`src/rtl/hm_tx.sv`:
```
// Host-memory read requester: sends one PCIe Memory Read TLP per command on the
// 64-bit TRN TX port, then waits for the receiver's completion pulse or a timeout.
module hm_tx #(
    parameter logic [15:0] TIMEOUT = 16'hFFFF
) (
    input  logic        trn_clk,
    input  logic        sys_rst,
    input  logic        hm_start,
    input  logic [63:0] hm_addr,
    input  logic [9:0]  hm_len,
    input  logic [15:0] cfg_completer_id,
    input  logic        rx_memory_read,
    output logic        hm_busy,
    output logic        hm_done,
    output logic        hm_timeout,
    output logic [63:0] trn_td,
    output logic        trn_trem_n,
    output logic        trn_tsof_n,
    output logic        trn_teof_n,
    output logic        trn_tsrc_rdy_n,
    output logic        trn_tsrc_dsc_n,
    input  logic        trn_tdst_rdy_n,
    input  logic [5:0]  trn_tbuf_av,
    input  logic        trn_lnk_up_n,
    output logic [31:0] stat_trn_cpt_tx,
    output logic [1:0]  stat_state
);

    typedef enum logic [1:0] {
        IDLE     = 2'd0,
        H0       = 2'd1,
        H1       = 2'd2,
        WAIT_CPL = 2'd3
    } state_t;

    state_t      state_q, state_d;
    logic [61:0] addr_q, addr_d;
    logic [9:0]  len_q, len_d;
    logic [15:0] id_q, id_d;
    logic [1:0]  fmt_q, fmt_d;
    logic [7:0]  tag_q, tag_d;
    logic [31:0] stat_q, stat_d;
    logic [15:0] cnt_q, cnt_d;
    logic        done_q, done_d;
    logic        tmo_q, tmo_d;

    logic [31:0] dw0, dw1;
    logic [3:0]  lastBe;
    logic [63:0] tdComb;
    logic        tremN, sofN, eofN, srcRdyN;
    logic        unusedBits;

    assign unusedBits = ^{trn_tbuf_av[5:2], trn_tbuf_av[0], hm_addr[1:0]};

    // Header fields come only from latched values so they hold still under backpressure.
    assign lastBe = (len_q == 10'd1) ? 4'h0 : 4'hF;
    assign dw0    = {1'b0, fmt_q, 5'b0, 1'b0, 3'b0, 4'b0, 1'b0, 1'b0, 2'b00, 2'b00, len_q};
    assign dw1    = {id_q, tag_q, lastBe, 4'hF};

    always_comb begin
        state_d = state_q;
        addr_d  = addr_q;
        len_d   = len_q;
        id_d    = id_q;
        fmt_d   = fmt_q;
        tag_d   = tag_q;
        stat_d  = stat_q;
        cnt_d   = cnt_q;
        done_d  = 1'b0;
        tmo_d   = 1'b0;
        tdComb  = 64'h0;
        tremN   = 1'b1;
        sofN    = 1'b1;
        eofN    = 1'b1;
        srcRdyN = 1'b1;

        case (state_q)
            IDLE: begin
                // A command arriving in the same cycle as a done/timeout pulse is dropped.
                if (hm_start && !trn_lnk_up_n && !done_q && !tmo_q) begin
                    addr_d  = hm_addr[63:2];
                    len_d   = hm_len;
                    id_d    = cfg_completer_id;
                    fmt_d   = (hm_addr[63:32] != 32'h0) ? 2'b01 : 2'b00;
                    state_d = H0;
                end
            end
            H0: begin
                tdComb = {dw0, dw1};
                tremN  = 1'b0;
                sofN   = 1'b0;
                if (trn_lnk_up_n) begin
                    tmo_d   = 1'b1;
                    state_d = IDLE;
                end else begin
                    srcRdyN = ~trn_tbuf_av[1];
                    if (trn_tbuf_av[1] && !trn_tdst_rdy_n) begin
                        state_d = H1;
                    end
                end
            end
            H1: begin
                eofN = 1'b0;
                if (fmt_q == 2'b01) begin
                    tdComb = {addr_q[61:30], addr_q[29:0], 2'b00};
                    tremN  = 1'b0;
                end else begin
                    tdComb = {addr_q[29:0], 2'b00, 32'h0};
                    tremN  = 1'b1;
                end
                if (trn_lnk_up_n) begin
                    tmo_d   = 1'b1;
                    state_d = IDLE;
                end else begin
                    srcRdyN = 1'b0;
                    if (!trn_tdst_rdy_n) begin
                        stat_d  = stat_q + 32'd1;
                        tag_d   = tag_q + 8'd1;
                        cnt_d   = 16'h0;
                        state_d = WAIT_CPL;
                    end
                end
            end
            WAIT_CPL: begin
                cnt_d = cnt_q + 16'd1;
                if (rx_memory_read) begin
                    done_d  = 1'b1;
                    state_d = IDLE;
                end else if (trn_lnk_up_n || (cnt_q == TIMEOUT)) begin
                    tmo_d   = 1'b1;
                    state_d = IDLE;
                end
            end
            default: state_d = IDLE;
        endcase
    end

    always_ff @(posedge trn_clk) begin
        if (sys_rst) begin
            state_q <= IDLE;
            addr_q  <= '0;
            len_q   <= '0;
            id_q    <= '0;
            fmt_q   <= '0;
            tag_q   <= '0;
            stat_q  <= '0;
            cnt_q   <= '0;
            done_q  <= 1'b0;
            tmo_q   <= 1'b0;
        end else begin
            state_q <= state_d;
            addr_q  <= addr_d;
            len_q   <= len_d;
            id_q    <= id_d;
            fmt_q   <= fmt_d;
            tag_q   <= tag_d;
            stat_q  <= stat_d;
            cnt_q   <= cnt_d;
            done_q  <= done_d;
            tmo_q   <= tmo_d;
        end
    end

    assign hm_busy         = (state_q != IDLE);
    assign hm_done         = done_q;
    assign hm_timeout      = tmo_q;
    assign trn_td          = tdComb;
    assign trn_trem_n      = tremN;
    assign trn_tsof_n      = sofN;
    assign trn_teof_n      = eofN;
    assign trn_tsrc_rdy_n  = srcRdyN;
    assign trn_tsrc_dsc_n  = 1'b1;
    assign stat_trn_cpt_tx = stat_q;
    assign stat_state      = state_q;

endmodule

```
`config.mk`:
```
export PLATFORM = sky130hd
export DESIGN_NAME = hm_tx
export DESIGN_NICKNAME = d
export VERILOG_FILES = /design/src/rtl/hm_tx.sv
export SDC_FILE = /design/constraint.sdc
export NUM_CORES = 1
export LEC_CHECK = 0
export ABC_AREA = 1
export BUFFER_PORTS_ARGS = -buffer_cell sky130_fd_sc_hd__buf_2
export CAP_MARGIN = 20
export CORE_AREA = 2 2 87 172
export CTS_CLUSTER_SIZE = 40
export DETAILED_ROUTE_END_ITERATION = 16
export DIE_AREA = 0 0 89 174
export HOLD_SLACK_MARGIN = 0.02
export PLACE_DENSITY_LB_ADDON = 0.3
export RECOVER_POWER = 25
export SYNTH_ARGS = -nofsm -noshare
export SYNTH_HDL_FRONTEND = slang
export SYNTH_SLANG_ARGS = --single-unit
```
`constraint.sdc`:
```
create_clock -name trn_clk -period 2.1 [get_ports trn_clk]
set_input_delay 0.42 -clock trn_clk [delete_from_list [all_inputs] [get_ports trn_clk]]
set_output_delay 0.42 -clock trn_clk [all_outputs]
set_load 0.1 [all_outputs]
```
==> impl_metrics.sql <==
INSERT INTO impl_metrics (metric_group, metric, value, unit) VALUES
('run_status', 'status', 'finished, violations left', ''),
('run_status', 'violations', 'negative setup slack', ''),
('cells_and_area', 'post_layout_util', '0.816', ''),
('cts', 'cts_tree', 'yes', ''),
('global_route', 'grt_first_pass_wirelength', '44100', 'um'),
('floorplanning', 'floorplan.die.width', '89', 'um'),
('cts', 'cts_sinks', '149', ''),
('floorplanning', 'core', '14300', 'um2'),
('timing', 'post-route-min-period', '2470', 'ps'),
('cts', 'clkSlewWorstSetupHoldPaths', '60', 'ps'),
('global_route', 'grt_max_degree', '98', ''),
('cts', 'cts-root-buf', 'sky130_fd_sc_hd__clkbuf_16', ''),
('floorplanning', 'floorplan.io_pins', '208', ''),
('critical_path', 'crit_path_start', 'stat_state[0]', ''),
('critical_path', 'cpPeakStageDelay', '370', 'ps'),
('yosys', 'seq_area_frac_synth', '0.405', ''),
('cts', 'clock_tree.buffer_depth', '2', ''),
('cells_and_area', 'most-common-layout-cells', 'sky130_fd_sc_hd__nor2_1, sky130_fd_sc_hd__nand2_1, sky130_fd_sc_hd__dfxtp_1', ''),
('run', 'maxCapViolations', '0', ''),
('timing', 'upper_clock_frequency_limit', '405', 'MHz'),
('place', 'place.gp.congestion', '0.917', ''),
('route', 'vias_per_instance', '5.89', ''),
('yosys', 'synth_top_cells_by_area', 'sky130_fd_sc_hd__dfxtp_1, sky130_fd_sc_hd__nor2_1, sky130_fd_sc_hd__nand2_1', ''),
('cts', 'clock_latency_late_sink', '420', 'ps'),
('critical_path', 'worst-setup-path-type', 'register to output port', ''),
('route', 'drt.antenna.violating_nets', '0', ''),
('route', 'detail_route.wl_per_cell', '20.6', 'um'),
('global_route', 'antenna_found_initial', '7', ''),
('timing', 'slew_headroom', '0.612', ''),
('global_route', 'groute.usage.overall', '0.370', ''),
('cells_and_area', 'final_layout_size_suffix_gt1_frac', '0.326', ''),
('yosys', 'synth_area_per_cell', '6.61', 'um2'),
('critical_path', 'path_max_fanout', '5', ''),
('place', 'placement.cell_area', '10300', 'um2'),
('timing', 'post-route-period-util', '1.17', ''),
('critical_path', 'cp.required', '1680', 'ps'),
('floorplanning', 'start_util', '0.516', ''),
('timing', 'tightestPinTransition', '580', 'ps'),
('cells_and_area', 'flow.area_growth_from_synthesis', '58.3', '%'),
('timing', 'setup_slack', '-367', 'ps'),
('yosys', 'syn_nets', '1224', ''),
('yosys', 'post-synth-top-area-fraction', '0.405', ''),
('route', 'drcViolationCount', '0', ''),
('critical_path', 'start_kind', 'register', ''),
('timing', 'slew_violations', '0', ''),
('yosys', 'ys_seq_elements', '149', ''),
('critical_path', 'path_cells', 'inv_4 -> buf_12 -> ha_4 -> nand2_8 -> clkinvlp_4 -> o21ai_2 -> a21oi_4 -> buf_12', ''),
('power', 'static_leakage', '4.59', 'nW'),
('floorplanning', 'row_count', '62', ''),
('power', 'peak_vdd_ir', '0.851', 'mV'),
('critical_path', 'buffer_and_inverter_count_on_the_worst_path', '4', ''),
('timing', 'setup_violations', '94', ''),
('critical_path', 'end_kind', 'output port', ''),
('route', 'detailroute.via_count', '9093', ''),
('power', 'total_power_consumption', '13.2', 'mW'),
('cells_and_area', 'regArea', '2990', 'um2'),
('cts', 'cts_hold_repair.buffers', '0', ''),
('yosys', 'netlist-cell-type-count', '34', ''),
('global_route', 'grt-ovfl-total', '0', ''),
('cells_and_area', 'final_nets', '1444', ''),
('yosys', 'synthDominantAreaCellType', 'sky130_fd_sc_hd__dfxtp_1', ''),
('min_path', 'hold_start', 'cfg_completer_id[9]', ''),
('place', 'detailedPlacementHpwl', '18200', 'um'),
('critical_path', 'crit-reg2reg-launch', 'stat_state[0]', ''),
('cells_and_area', 'mostFrequentLayoutCell', 'sky130_fd_sc_hd__nor2_1', ''),
('critical_path', 'critPathMostFrequentCell', 'sky130_fd_sc_hd__buf_12', ''),
('yosys', 'synth_edf_count', '0', ''),
('timing', 'unrepaired_setup_endpoints_after_global_routing', 'true', ''),
('timing', 'fin_tns_setup', '-21620', 'ps'),
('floorplanning', 'total_die_area', '15500', 'um2'),
('cells_and_area', 'postLayoutCellArea', '11700', 'um2');
[cells by family after synthesis]
logic type / synth area share
and+or+nand+nor: 0.276
other: 0.000509
buffers and inverters: 0.107
xor gates and xnor gates: 0.00595
adders and majority gates: 0.0153
AOI/OAI and AO/OA: 0.190
DFF: 0.405
[worst register-to-register path: cells and delay by family, from the launching register on]
kind / cells / cell delay [ps]
AND/OR/NAND/NOR: 7 / 1230
buffers and inverters: 3 / 400
flip-flops: 1 / 360
adder cells (fa/ha/maj): 1 / 180
[per-layer routing]
layer  global-route usage  routed length [um]  share of wire
met3               0.0954                2390          0.075
met5                    0                   0              0
met4                0.298                3250           0.10
met2                0.632               16200           0.51
met1                0.357               10000           0.32
[state kept, by name (all words and copies together) (netlist names)]
name / flops
len_q: 10
stat_state: 2
id_q: 16
stat_trn_cpt_tx: 32
addr_q: 62
fmt_q: 1
cnt_q: 16
tag_q: 8
hm_done: 1
hm_timeout: 1
[report_power, final]
part	internal, mW	leakage, nW	switching (mW)
clock network	1.50	0.249	1.28
logic	2.31	3.12	4.54
registers	3.22	1.22	0.328
[synthesized netlist by cell type (4+ instances only)]
master / n
sky130_fd_sc_hd__clkbuf_1: 33
sky130_fd_sc_hd__o21ai_0: 138
sky130_fd_sc_hd__o221ai_1: 5
sky130_fd_sc_hd__dfxtp_1: 149
sky130_fd_sc_hd__nand3_1: 40
sky130_fd_sc_hd__nor2_1: 207
sky130_fd_sc_hd__a21oi_1: 121
sky130_fd_sc_hd__xor2_1: 4
sky130_fd_sc_hd__nor2_2: 6
sky130_fd_sc_hd__buf_6: 6
sky130_fd_sc_hd__inv_1: 132
sky130_fd_sc_hd__nand4_1: 18
sky130_fd_sc_hd__nor3_1: 14
sky130_fd_sc_hd__buf_2: 11
sky130_fd_sc_hd__ha_1: 9
sky130_fd_sc_hd__nand2_1: 185
sky130_fd_sc_hd__nor2_4: 4
[final cells by class]
| type | instances | share of cell area |
|---|---|---|
| repair inverters | 3 | 0.00193 |
| multi-input cells | 773 | 0.395 |
| inverters | 137 | 0.0521 |
| diodes | 8 | 0.00172 |
| clock buffers | 18 | 0.0368 |
| repair buffers | 252 | 0.228 |
| flip-flops and latches | 149 | 0.257 |
| well taps | 192 | 0.0206 |
| clock inverters | 12 | 0.00719 |
[metrics by stage]
stage,instances,setup WS [ps],hold slack (ps)
after floorplan,1113,-602,422
after global placement,1475,30.9,436
after detailed placement,1475,10.0,441
after CTS,1526,-244,211
after global routing,1543,-394,218
final,1544,-367,215
[worst paths after layout]
| path | endpoint | slack, ps | cells after the start |
|---|---|---|---|
| min | id_q[9] | 210 | 3 |
| min reg2reg | cnt_q[14] | 450 | 2 |
| max reg2reg | tag_q[6] | -200 | 11 |
| max | trn_td[44] | -370 | 8 |
[repair_timing]
item,in CTS,in global routing
resized for setup,85,37
setup endpoints to repair,65,83
buffers inserted,17,6
endpoints found under the hold margin,0,0
pin swaps,26,15
gates cloned,4,4
No activity file was read; power rests on OpenSTA's default activity.
